[src/rtl/mem_access_unit_pkg.sv]
// mem_access_pkg: shared types and constants for mem_access_unit.
// Optional watchdog build macro: MEM_ACCESS_TIMEOUT_EN.
package mem_access_pkg;

    typedef enum logic [1:0] {
        ST_IDLE = 2'd0,
        ST_BUS  = 2'd1,
        ST_DONE = 2'd2
    } state_e;

    typedef enum logic [1:0] {
        SZ_B = 2'd0,
        SZ_H = 2'd1,
        SZ_W = 2'd2
    } size_e;

    localparam logic [2:0] F3_LB  = 3'b000;
    localparam logic [2:0] F3_LH  = 3'b001;
    localparam logic [2:0] F3_LW  = 3'b010;
    localparam logic [2:0] F3_LBU = 3'b100;
    localparam logic [2:0] F3_LHU = 3'b101;
    localparam logic [2:0] F3_SB  = 3'b000;
    localparam logic [2:0] F3_SH  = 3'b001;
    localparam logic [2:0] F3_SW  = 3'b010;

    localparam logic [31:0] NOP_INSTR = 32'h0000_0013;

    // Access size from kind and func3; low two bits carry the size.
    function automatic size_e acc_size(input logic fetch,
                                       input logic [2:0] f3);
        size_e sz;
        sz = SZ_W;
        if (!fetch) begin
            unique case (f3[1:0])
                F3_SB[1:0]: sz = SZ_B;
                F3_SH[1:0]: sz = SZ_H;
                F3_SW[1:0]: sz = SZ_W;
                default:    sz = SZ_W;
            endcase
        end
        return sz;
    endfunction

    function automatic logic is_aligned(input size_e sz,
                                        input logic [1:0] lo);
        logic ok;
        unique case (sz)
            SZ_B:    ok = 1'b1;
            SZ_H:    ok = ~lo[0];
            default: ok = (lo == 2'b00);
        endcase
        return ok;
    endfunction

endpackage

[src/rtl/mem_access_unit_if.sv]
// Unified memory bus between mem_access_unit (master) and memory (slave).
// Ready/valid with arbitrary wait states.
interface mem_access_unit_if #(
    parameter int ADDR_W = 32
);
    logic              bus_valid;
    logic              bus_we;
    logic [ADDR_W-1:0] bus_addr;
    logic [31:0]       bus_wdata;
    logic [3:0]        bus_wstrb;
    logic              bus_ready;
    logic [31:0]       bus_rdata;

    modport master (
        output bus_valid, bus_we, bus_addr, bus_wdata, bus_wstrb,
        input  bus_ready, bus_rdata
    );

    modport slave (
        input  bus_valid, bus_we, bus_addr, bus_wdata, bus_wstrb,
        output bus_ready, bus_rdata
    );
endinterface

[src/rtl/mem_access_unit_load_extend.sv]
// load_extend: picks the byte/half lane of a read word and extends it.
// Purely combinational.
module load_extend
    import mem_access_pkg::*;
(
    input  logic [31:0] bus_rdata,
    input  logic [1:0]  addr_lo,
    input  logic [2:0]  func3,
    output logic [31:0] ext
);
    logic [7:0]  byte_lane;
    logic [15:0] half_lane;

    // Lane select and sign/zero extension by func3.
    always_comb begin
        byte_lane = bus_rdata[8*addr_lo +: 8];
        half_lane = addr_lo[1] ? bus_rdata[31:16] : bus_rdata[15:0];
        unique case (func3)
            F3_LB:   ext = {{24{byte_lane[7]}}, byte_lane};
            F3_LH:   ext = {{16{half_lane[15]}}, half_lane};
            F3_LBU:  ext = {24'd0, byte_lane};
            F3_LHU:  ext = {16'd0, half_lane};
            F3_LW:   ext = bus_rdata;
            default: ext = bus_rdata;
        endcase
    end
endmodule

[src/rtl/mem_access_unit.sv]
// mem_access_unit: multicycle fetch/load/store engine holding IR, OldPC, MDR.
// Define MEM_ACCESS_TIMEOUT_EN to build the bus watchdog.
module mem_access_unit
    import mem_access_pkg::*;
#(
    parameter int ADDR_W         = 32,
    parameter int TIMEOUT_CYCLES = 255
) (
    input  logic              clk,
    input  logic              reset,
    input  logic              req,
    input  logic              ir_write,
    input  logic              mem_write,
    input  logic              adr_src,
    input  logic [ADDR_W-1:0] pc,
    input  logic [ADDR_W-1:0] data_addr,
    input  logic [2:0]        func3,
    input  logic [31:0]       wdata,
    output logic              busy,
    output logic              done,
    output logic              fault,
    output logic [31:0]       instr,
    output logic [ADDR_W-1:0] old_pc,
    output logic [6:0]        opcode,
    output logic [2:0]        rd_func3,
    output logic [6:0]        func7,
    output logic [31:0]       mdr,
    mem_access_unit_if.master bus
);
    state_e            state_q, state_d;
    logic              busy_q, busy_d;
    logic              done_q, done_d;
    logic              fault_q, fault_d;
    logic              fetch_q, fetch_d;
    logic              store_q, store_d;
    logic [2:0]        f3_q, f3_d;
    logic [1:0]        lo_q, lo_d;
    logic [ADDR_W-1:0] pc_q, pc_d;
    logic [31:0]       ir_q, ir_d;
    logic [ADDR_W-1:0] old_pc_q, old_pc_d;
    logic [31:0]       mdr_q, mdr_d;
    logic              valid_q, valid_d;
    logic              we_q, we_d;
    logic [ADDR_W-1:0] addr_q, addr_d;
    logic [31:0]       bwdata_q, bwdata_d;
    logic [3:0]        wstrb_q, wstrb_d;

    logic [ADDR_W-1:0] addr_sel;
    logic              store_in;
    size_e             size_in;
    logic [3:0]        strb_in;
    logic [31:0]       wdat_in;
    logic [31:0]       ext_data;

`ifdef MEM_ACCESS_TIMEOUT_EN
    localparam int CW  = $clog2(TIMEOUT_CYCLES + 1);
    localparam int CNT_W = (CW > 8) ? CW : 8;
    logic [CNT_W-1:0] cnt_q, cnt_d;
`else
    logic unused_timeout;
    assign unused_timeout = ^TIMEOUT_CYCLES;
`endif

    load_extend u_ext (
        .bus_rdata (bus.bus_rdata),
        .addr_lo   (lo_q),
        .func3     (f3_q),
        .ext       (ext_data)
    );

    // Request decode: address, size, store lanes and data.
    always_comb begin
        addr_sel = (ir_write || !adr_src) ? pc : data_addr;
        store_in = mem_write & ~ir_write;
        size_in  = acc_size(ir_write, func3);
        unique case (size_in)
            SZ_B: begin
                strb_in = 4'b0001 << addr_sel[1:0];
                wdat_in = {4{wdata[7:0]}};
            end
            SZ_H: begin
                strb_in = 4'b0011 << addr_sel[1:0];
                wdat_in = {2{wdata[15:0]}};
            end
            default: begin
                strb_in = 4'b1111;
                wdat_in = wdata;
            end
        endcase
    end

    // Next-state and register updates for the IDLE/BUS/DONE sequence.
    always_comb begin
        state_d  = state_q;
        busy_d   = busy_q;
        done_d   = 1'b0;
        fault_d  = fault_q;
        fetch_d  = fetch_q;
        store_d  = store_q;
        f3_d     = f3_q;
        lo_d     = lo_q;
        pc_d     = pc_q;
        ir_d     = ir_q;
        old_pc_d = old_pc_q;
        mdr_d    = mdr_q;
        valid_d  = valid_q;
        we_d     = we_q;
        addr_d   = addr_q;
        bwdata_d = bwdata_q;
        wstrb_d  = wstrb_q;
`ifdef MEM_ACCESS_TIMEOUT_EN
        cnt_d    = cnt_q;
`endif
        unique case (state_q)
            ST_IDLE: begin
                if (req) begin
                    fetch_d  = ir_write;
                    store_d  = store_in;
                    f3_d     = func3;
                    lo_d     = addr_sel[1:0];
                    pc_d     = pc;
                    addr_d   = {addr_sel[ADDR_W-1:2], 2'b00};
                    bwdata_d = wdat_in;
                    if (is_aligned(size_in, addr_sel[1:0])) begin
                        state_d = ST_BUS;
                        busy_d  = 1'b1;
                        fault_d = 1'b0;
                        valid_d = 1'b1;
                        we_d    = store_in;
                        wstrb_d = store_in ? strb_in : 4'b0000;
`ifdef MEM_ACCESS_TIMEOUT_EN
                        cnt_d   = '0;
`endif
                    end else begin
                        state_d = ST_DONE;
                        done_d  = 1'b1;
                        fault_d = 1'b1;
                    end
                end
            end
            ST_BUS: begin
                if (bus.bus_ready) begin
                    state_d = ST_DONE;
                    done_d  = 1'b1;
                    busy_d  = 1'b0;
                    valid_d = 1'b0;
                    we_d    = 1'b0;
                    wstrb_d = 4'b0000;
                    if (fetch_q) begin
                        ir_d     = bus.bus_rdata;
                        old_pc_d = pc_q;
                    end else if (!store_q) begin
                        mdr_d = ext_data;
                    end
                end
`ifdef MEM_ACCESS_TIMEOUT_EN
                else if (cnt_q == CNT_W'(TIMEOUT_CYCLES - 1)) begin
                    state_d = ST_DONE;
                    done_d  = 1'b1;
                    busy_d  = 1'b0;
                    fault_d = 1'b1;
                    valid_d = 1'b0;
                    we_d    = 1'b0;
                    wstrb_d = 4'b0000;
                end else begin
                    cnt_d = cnt_q + 1'b1;
                end
`endif
            end
            ST_DONE: state_d = ST_IDLE;
            default: state_d = ST_IDLE;
        endcase
    end

    // State and architectural registers with synchronous reset.
    always_ff @(posedge clk) begin
        if (reset) begin
            state_q  <= ST_IDLE;
            busy_q   <= 1'b0;
            done_q   <= 1'b0;
            fault_q  <= 1'b0;
            fetch_q  <= 1'b0;
            store_q  <= 1'b0;
            f3_q     <= 3'd0;
            lo_q     <= 2'd0;
            pc_q     <= '0;
            ir_q     <= NOP_INSTR;
            old_pc_q <= '0;
            mdr_q    <= 32'd0;
            valid_q  <= 1'b0;
            we_q     <= 1'b0;
            addr_q   <= '0;
            bwdata_q <= 32'd0;
            wstrb_q  <= 4'd0;
`ifdef MEM_ACCESS_TIMEOUT_EN
            cnt_q    <= '0;
`endif
        end else begin
            state_q  <= state_d;
            busy_q   <= busy_d;
            done_q   <= done_d;
            fault_q  <= fault_d;
            fetch_q  <= fetch_d;
            store_q  <= store_d;
            f3_q     <= f3_d;
            lo_q     <= lo_d;
            pc_q     <= pc_d;
            ir_q     <= ir_d;
            old_pc_q <= old_pc_d;
            mdr_q    <= mdr_d;
            valid_q  <= valid_d;
            we_q     <= we_d;
            addr_q   <= addr_d;
            bwdata_q <= bwdata_d;
            wstrb_q  <= wstrb_d;
`ifdef MEM_ACCESS_TIMEOUT_EN
            cnt_q    <= cnt_d;
`endif
        end
    end

    assign busy          = busy_q;
    assign done          = done_q;
    assign fault         = fault_q;
    assign instr         = ir_q;
    assign old_pc        = old_pc_q;
    assign opcode        = ir_q[6:0];
    assign rd_func3      = ir_q[14:12];
    assign func7         = ir_q[31:25];
    assign mdr           = mdr_q;
    assign bus.bus_valid = valid_q;
    assign bus.bus_we    = we_q;
    assign bus.bus_addr  = addr_q;
    assign bus.bus_wdata = bwdata_q;
    assign bus.bus_wstrb = wstrb_q;
endmodule

[src/flat_wrapper.sv]
// flat-port wrapper written by rule: the top's interface ports become plain ports
module mem_access_unit_flat import mem_access_pkg::*;
#(
    parameter int ADDR_W         = 32,
    parameter int TIMEOUT_CYCLES = 255
)
  (clk, reset, req, ir_write, mem_write, adr_src, pc, data_addr, func3, wdata, busy, done, fault, instr, old_pc, opcode, rd_func3, func7, mdr, bus_bus_valid, bus_bus_we, bus_bus_addr, bus_bus_wdata, bus_bus_wstrb, bus_bus_ready, bus_bus_rdata);
  mem_access_unit_if #(.ADDR_W(ADDR_W)) bus_i ();
  input  logic clk;
  input  logic reset;
  input  logic req;
  input  logic ir_write;
  input  logic mem_write;
  input  logic adr_src;
  input  logic [ADDR_W-1:0] pc;
  input  logic [ADDR_W-1:0] data_addr;
  input  logic [2:0] func3;
  input  logic [31:0] wdata;
  output logic busy;
  output logic done;
  output logic fault;
  output logic [31:0] instr;
  output logic [ADDR_W-1:0] old_pc;
  output logic [6:0] opcode;
  output logic [2:0] rd_func3;
  output logic [6:0] func7;
  output logic [31:0] mdr;
  output wire logic [$bits(bus_i.bus_valid)-1:0] bus_bus_valid;
  output wire logic [$bits(bus_i.bus_we)-1:0] bus_bus_we;
  output wire logic [$bits(bus_i.bus_addr)-1:0] bus_bus_addr;
  output wire logic [$bits(bus_i.bus_wdata)-1:0] bus_bus_wdata;
  output wire logic [$bits(bus_i.bus_wstrb)-1:0] bus_bus_wstrb;
  input wire logic [$bits(bus_i.bus_ready)-1:0] bus_bus_ready;
  input wire logic [$bits(bus_i.bus_rdata)-1:0] bus_bus_rdata;
  assign bus_bus_valid = bus_i.bus_valid;
  assign bus_bus_we = bus_i.bus_we;
  assign bus_bus_addr = bus_i.bus_addr;
  assign bus_bus_wdata = bus_i.bus_wdata;
  assign bus_bus_wstrb = bus_i.bus_wstrb;
  assign bus_i.bus_ready = bus_bus_ready;
  assign bus_i.bus_rdata = bus_bus_rdata;
  mem_access_unit #(.ADDR_W(ADDR_W), .TIMEOUT_CYCLES(TIMEOUT_CYCLES)) u_core (.clk(clk), .reset(reset), .req(req), .ir_write(ir_write), .mem_write(mem_write), .adr_src(adr_src), .pc(pc), .data_addr(data_addr), .func3(func3), .wdata(wdata), .busy(busy), .done(done), .fault(fault), .instr(instr), .old_pc(old_pc), .opcode(opcode), .rd_func3(rd_func3), .func7(func7), .mdr(mdr), .bus(bus_i));
endmodule
[config.mk]
export PLATFORM = sky130hd
export DESIGN_NAME = mem_access_unit_flat
export DESIGN_NICKNAME = d
export VERILOG_FILES = /design/src/rtl/mem_access_unit_pkg.sv /design/src/rtl/mem_access_unit_if.sv /design/src/rtl/mem_access_unit_load_extend.sv /design/src/rtl/mem_access_unit.sv /design/src/flat_wrapper.sv
export SDC_FILE = /design/constraint.sdc
export NUM_CORES = 1
export LEC_CHECK = 0
export BUFFER_PORTS_ARGS = -buffer_cell sky130_fd_sc_hd__buf_2
export CAP_MARGIN = 20
export CORE_MARGIN = 2
export CORE_UTILIZATION = 53
export CTS_CLUSTER_SIZE = 30
export DETAILED_ROUTE_END_ITERATION = 7
export PLACE_DENSITY = 0.85
export RECOVER_POWER = 100
export SETUP_SLACK_MARGIN = 0.5
export SLEW_MARGIN = 40
export SYNTH_ARGS = -nofsm -noshare
export SYNTH_HDL_FRONTEND = slang
export SYNTH_HIERARCHICAL = 1
export SYNTH_SLANG_ARGS = --single-unit
[constraint.sdc]
create_clock -name clk -period 2.95 [get_ports clk]
set_clock_uncertainty 0.15 [all_clocks]
set_input_delay 0.295 -clock clk [delete_from_list [all_inputs] [get_ports clk]]
set_output_delay 0.295 -clock clk [all_outputs]
set_load 0.02 [all_outputs]
Word level (Yosys, flattened, before mapping)
Cells that the tools add are included.
{"block": "totals", "register_bits": 207, "latchBits": 0, "ram_bits": 0, "rom_bits": 0, "inputBits": 138, "n_memories": 0}
{"block": "op_classes", "addsub": 0, "multipliers": 0, "div": 0, "order_cmp": 0, "eq_ne": 9, "shifts": 3, "n_mux": 30, "bitwise_logic": 5, "reduce_logical": 13}
{"op": "32-bit one-hot mux with 4 select lines", "n": 1}
{"op": "32-bit one-hot mux with 2 select lines", "n": 1}
{"op": "32-bit two-way mux", "n": 1}
{"op": "32-bit by 6-bit indexed part select with 8-bit output", "n": 1}
{"op": "16-bit two-way mux", "n": 1}
{"op": "4-bit two-way mux", "n": 4}
{"op": "4-bit one-hot mux with 2 select lines", "n": 2}
{"op": "1-bit two-way mux", "n": 10}
{"op": "2-bit zero test", "n": 4}
{"op": "2-bit two-way mux", "n": 4}
{"op": "1-bit one-hot mux with 2 select lines", "n": 4}
{"op": "2-bit one-hot mux with 2 select lines", "n": 2}
{"op": "4-bit AND reduction", "n": 2}
{"op": "2-bit by 1-bit equality test with 1-bit output, second input constant", "n": 3}
{"op": "3-bit equality test, second input constant", "n": 2}
{"op": "2-bit inequality test, second input constant", "n": 2}
{"op": "1-bit inverter", "n": 4}
{"op": "2-bit AND reduction", "n": 2}
{"op": "1-bit by 2-bit << shifter with 4-bit output, first input constant", "n": 1}
{"op": "2-bit by 2-bit << shifter with 4-bit output, first input constant", "n": 1}
{"op": "3-bit by 1-bit equality test with 1-bit output, second input constant", "n": 1}
{"op": "3-bit zero test", "n": 1}
{"op": "3-bit AND reduction", "n": 1}
{"op": "2-bit by 1-bit inequality test with 1-bit output, second input constant", "n": 1}
{"op": "4 further kinds", "n": 4}

Longest topological paths before layout
{"block": "depth", "word_depth": 10, "mapped_depth": 7, "ltp_nobuf": 5}

Modules after synthesis
The synthesis kept the hierarchy.
{"mod": "mem_access_unit", "instances": 1, "cells_per_inst": 1004, "area_each_um2": 8052.7, "seq_area_each_um2": 4144.0}
{"mod": "load_extend", "instances": 1, "cells_per_inst": 118, "area_each_um2": 760.7, "seq_area_each_um2": 0.0}

Worst setup path after synthesis
OpenSTA, ideal clock, no wires.
{"block": "synth_path", "kind": "input -> register", "from": "in ir_write", "to": "reg u_core.wstrb_q[0] (netlist: u_core/bus.bus_wstrb[0])", "setup_ps": 117, "arrival_time_ps": 1432, "path_slack_ps": 1251, "cell_stages": 5, "path_buffers": 1, "path_cell_list": "buf_6 -> or4b_4 -> o31ai_4 -> o32ai_4 -> a22o_1"}
{"block": "synth_via", "elab_chain_len": 8}
{"element": "start, declared", "line": "flat_wrapper.sv:12", "rtl": "input logic ir_write;"}
{"element": "1-bit logical OR", "line": "mem_access_unit.sv:73", "rtl": "addr_sel = (ir_write || !adr_src) ? pc : data_addr;"}
{"element": "32-bit two-way mux", "line": "mem_access_unit.sv:73"}
{"element": "2-bit by 2-bit << shifter with 4-bit output (tied with other cells)", "line": "mem_access_unit.sv:82", "rtl": "strb_in = 4'b0011 << addr_sel[1:0];"}
{"element": "4-bit one-hot mux with 2 select lines / 1-bit one-hot mux with 2 select lines (equally long branches)", "line": "mem_access_unit.sv:76, mem_access_unit_pkg.sv:47"}
{"element": "4-bit two-way mux / 1-bit two-way mux (equally long branches)", "line": "mem_access_unit.sv:130, mem_access_unit.sv:116"}
{"element": "4-bit two-way mux / 1-bit two-way mux (equally long branches)", "line": "mem_access_unit.sv:124, mem_access_unit.sv:114"}
{"element": "4-bit two-way mux / 2-bit by 1-bit inequality test with 1-bit output (equally long branches)"}
{"element": "4-bit one-hot mux with 2 select lines / 4-bit AND reduction (equally long branches)"}
{"element": "end signal, assigned", "line": "mem_access_unit.sv:215", "rtl": "wstrb_q <= wstrb_d;"}
{"element": "end, declared", "line": "mem_access_unit.sv:46", "rtl": "logic [3:0] wstrb_q, wstrb_d;"}
Several ways; a longest one is shown, not always the timed one. The select of a mux whose other input is x is not followed.
A chain may end at the register's enable or synchronous reset.

Final worst setup path
{"block": "layout_path", "from": "reg u_core.state_q[0]", "to": "reg u_core.bwdata_q[11] (netlist: u_core/bus.bus_wdata[11])"}
{"block": "layout_via", "elab_chain_len": 2}
{"element": "start, declared", "line": "mem_access_unit.sv:30", "rtl": "state_e state_q, state_d;"}
{"element": "start signal, assigned", "line": "mem_access_unit.sv:199", "rtl": "state_q <= state_d;"}
{"element": "2-bit zero test", "line": "mem_access_unit.sv:114", "rtl": "unique case (state_q)"}
{"element": "2-bit AND reduction (no line)"}
{"element": "end signal, assigned", "line": "mem_access_unit.sv:214", "rtl": "bwdata_q <= bwdata_d;"}
{"element": "end, declared", "line": "mem_access_unit.sv:45", "rtl": "logic [31:0] bwdata_q, bwdata_d;"}
Every way passes these cells.

==> impl_metrics.py <==
metrics = {
    "setup_path": {
        "crit_type": "reg -> reg",
        "startpoint": "u_core/state_q[0]",
        "cp.arrival_ns": 2.69,
        "worstPathMaxFanout": 74,
        "crit_required_ns": 3.08,
        "critPathLaunchType": "flip-flop",
        "r2r_start": "u_core/state_q[0]",
        "setup.worst_path.end_class": "flip-flop",
    },
    "cells_and_area": {
        "stdcell_count": 1747,
        "drive_gt1_share_pct": 13.30,
        "area_growth_pct": 38.12,
        "n_fill_cell": 1189,
        "nets": 1649,
    },
    "cts": {
        "cts_tree": "done",
        "max-clock-path-buffers": 3,
        "clkSinkCount": 207,
        "cts-root-buf": "clkbuf_16",
        "cts_made_buffers": 22,
        "cts.clk_slew.worst_paths_ns": 0.06,
        "post-cts-setup-buffers": 0,
        "cts_max_level": 1,
        "clk_latency_ns": 0.50,
    },
    "synth": {
        "synth_seq_area_share_pct": 47.02,
        "yosys_warnings": 6,
        "synth_top_area_share_pct": 47.02,
        "synth_common_cells": "397 x nand2_1, 207 x dfxtp_1, 157 x a21oi_1",
        "synth_area_leaders": "dfxtp_1 47%, nand2_1 17%, a21oi_1 8.9%, a311oi_1 3.8%, mux2i_1 3.4%",
        "yosysMostFrequentCell": "nand2_1",
        "netlist_instances": 1122,
        "synth_top_area_cell": "dfxtp_1",
        "synth_seq_cells": 207,
        "ys_async_sr_fraction_pct": 0,
        "synth_area_per_cell_um2": 7.855,
        "ys.flop_type": "dfxtp_1",
        "yosysUniqueCellTypes": 51,
        "synth-edff-count": 0,
        "syn-cell-area_um2": 8813,
    },
    "power": {
        "ir_drop_v": 0.0004126,
        "power.leakage_nw": 4.753,
        "p_total_mw": 7.169,
        "power.density_nw_per_um2": 588.9,
    },
    "flow_run": {
        "drv_cap": 0,
    },
    "detailed_routing": {
        "postRouteAntennaNets": 0,
        "viasPerCell": 5.822,
        "detail_route.first_pass.iterations": 6,
        "drc": 0,
        "routed-via-count": 10170,
        "routed_wl_um": 32980,
        "drtIter0Drc": 1020,
        "wl_per_cell_um": 18.88,
    },
    "place": {
        "place_inst": 1570,
        "pre_cts_slack_ns": 0.8036,
        "place.gp.congestion": 0.8518,
        "port_buffers": 321,
        "dp_hpwl_um": 18300,
    },
    "worst_hold_path": {
        "hp-start": "wdata[9]",
        "holdCritPathClass": "in -> reg",
    },
    "sta": {
        "maxSlewViolCount": 0,
        "tightest_slew_ns": 1.460,
        "finalSetupViolCount": 0,
        "slew_headroom_pct": 2.656,
        "timing.fmax_mhz": 391.7,
        "setup_tns_ns": 0,
        "min_period_ns": 2.553,
        "rsz0062_at_grt": "no",
        "setup_ws_ns": 0.3971,
        "finalHoldViolCount": 0,
        "period_share_pct": 86.54,
    },
    "outcome": {
        "run_status": "finished, final reports clean",
    },
    "floorplanning": {
        "start_util_pct": 53.72,
        "core_um2": 16410,
        "rows": 47,
        "dieArea_um2": 17680,
        "dieWidth_um": 133.0,
        "io_pins": 324,
        "fp.dieH_um": 133.0,
    },
    "grt": {
        "grt_pass1_wl_um": 50340,
        "grt_antenna_before_repair": 1,
        "overflow": 0,
        "grt_usage_pct": 35.08,
        "grt_pass1_vias": 9890,
        "grt_max_degree": 150,
    },
}
[metrics by stage]
step	hold slack (ns)	area [um2]	util, %
finish	0.01889	12170	74.19
detailed placement	0.2849	10300	62.75
floorplan	0.2690	8817	-
global placement	0.2851	10290	62.72
CTS	0.006369	12430	75.74
global route	0.01760	12170	74.19
[layer usage]
metal | routed length (um) | GRT usage, %
met3 | 3523 | 8.276
met4 | 2217 | 21.45
met5 | 0 | 0
met2 | 15650 | 60.74
met1 | 11590 | 39.01
[report_power, final]
group / switching, mW / internal, mW
registers: 0.0982 / 2.94
logic: 0.729 / 0.463
clock network: 1.14 / 1.80
total: 1.97 / 5.20
[critical path: stages, from the launching register on]
cell,delay [ns]
dfxtp_1,0.38
nand2b_1,0.24
nor2_4,0.14
buf_2,1.11
a211oi_1,0.29
[cell type report]
class / instances / area (um2) / area share, %
sequential: 207 / 4144 / 34.04
inverter: 4 / 15.01 / 0.1233
antenna: 1 / 2.502 / 0.02056
tap: 220 / 275.3 / 2.261
timing repair buffer: 475 / 2894 / 23.77
clock buffer: 28 / 604.3 / 4.965
multi-input combinational: 801 / 4073 / 33.46
clock inverter: 11 / 165.2 / 1.357
[layout by cell type (no fill, tap or decap), types with 6 or more instances in the layout]
cell type and count:
nand2_1 397, dfxtp_1 207, clkbuf_1 190, a21oi_1 157, buf_2 136, dlygate4sd3_1 136, nor2_1 51, a311oi_1 38
mux2i_1 30, clkbuf_16 24, nand3_1 19, o211ai_1 13, a211oi_1 11, buf_4 11, nand3b_1 9, nand2b_1 8
o22a_1 8, nor2b_1 7, o21ai_0 6
[worst paths after layout]
path	slack, ns	depth (start not counted)	to
worst max-delay path	0.40	4	u_core/bus.bus_wdata[11]
worst min-delay path	0.02	3	u_core/bus.bus_wdata[9]
worst max register to register	0.40	4	u_core/bus.bus_wdata[11]
worst min register to register	0.30	2	u_core/old_pc[1]
[logic make-up (layout without fill, tap and decap cells)]
| family | count (synthesis) | in the layout | synth area share (%) |
|---|---|---|---|
| AO/OA/AOI/OAI | 249 | 249 | 17.82 |
| other | 1 | 3 | 0.04255 |
| AND/OR/NAND/NOR | 515 | 515 | 24.18 |
| multiplexers | 35 | 35 | 4.174 |
| buffers and inverters | 115 | 518 | 6.772 |
| flip-flops | 207 | 207 | 47.02 |
[repair_timing]
action,4_1_cts,5_1_grt
hold endpoints to repair,125,0
hold buffers,136,0
setup endpoints to repair,0,11
resized for setup,0,3
[sequential cells by signal, indices dropped and copies added, names as in the netlist, 2 cells and up]
register	count
u_core/mdr	32
u_core/bus.bus_wdata	32
u_core/state_q	2
u_core/pc_q	32
u_core/lo_q	2
u_core/f3_q	3
u_core/bus.bus_addr	30
u_core/old_pc	32
u_core/instr	32
u_core/bus.bus_wstrb	4
(Power assumes the default switching activity.)
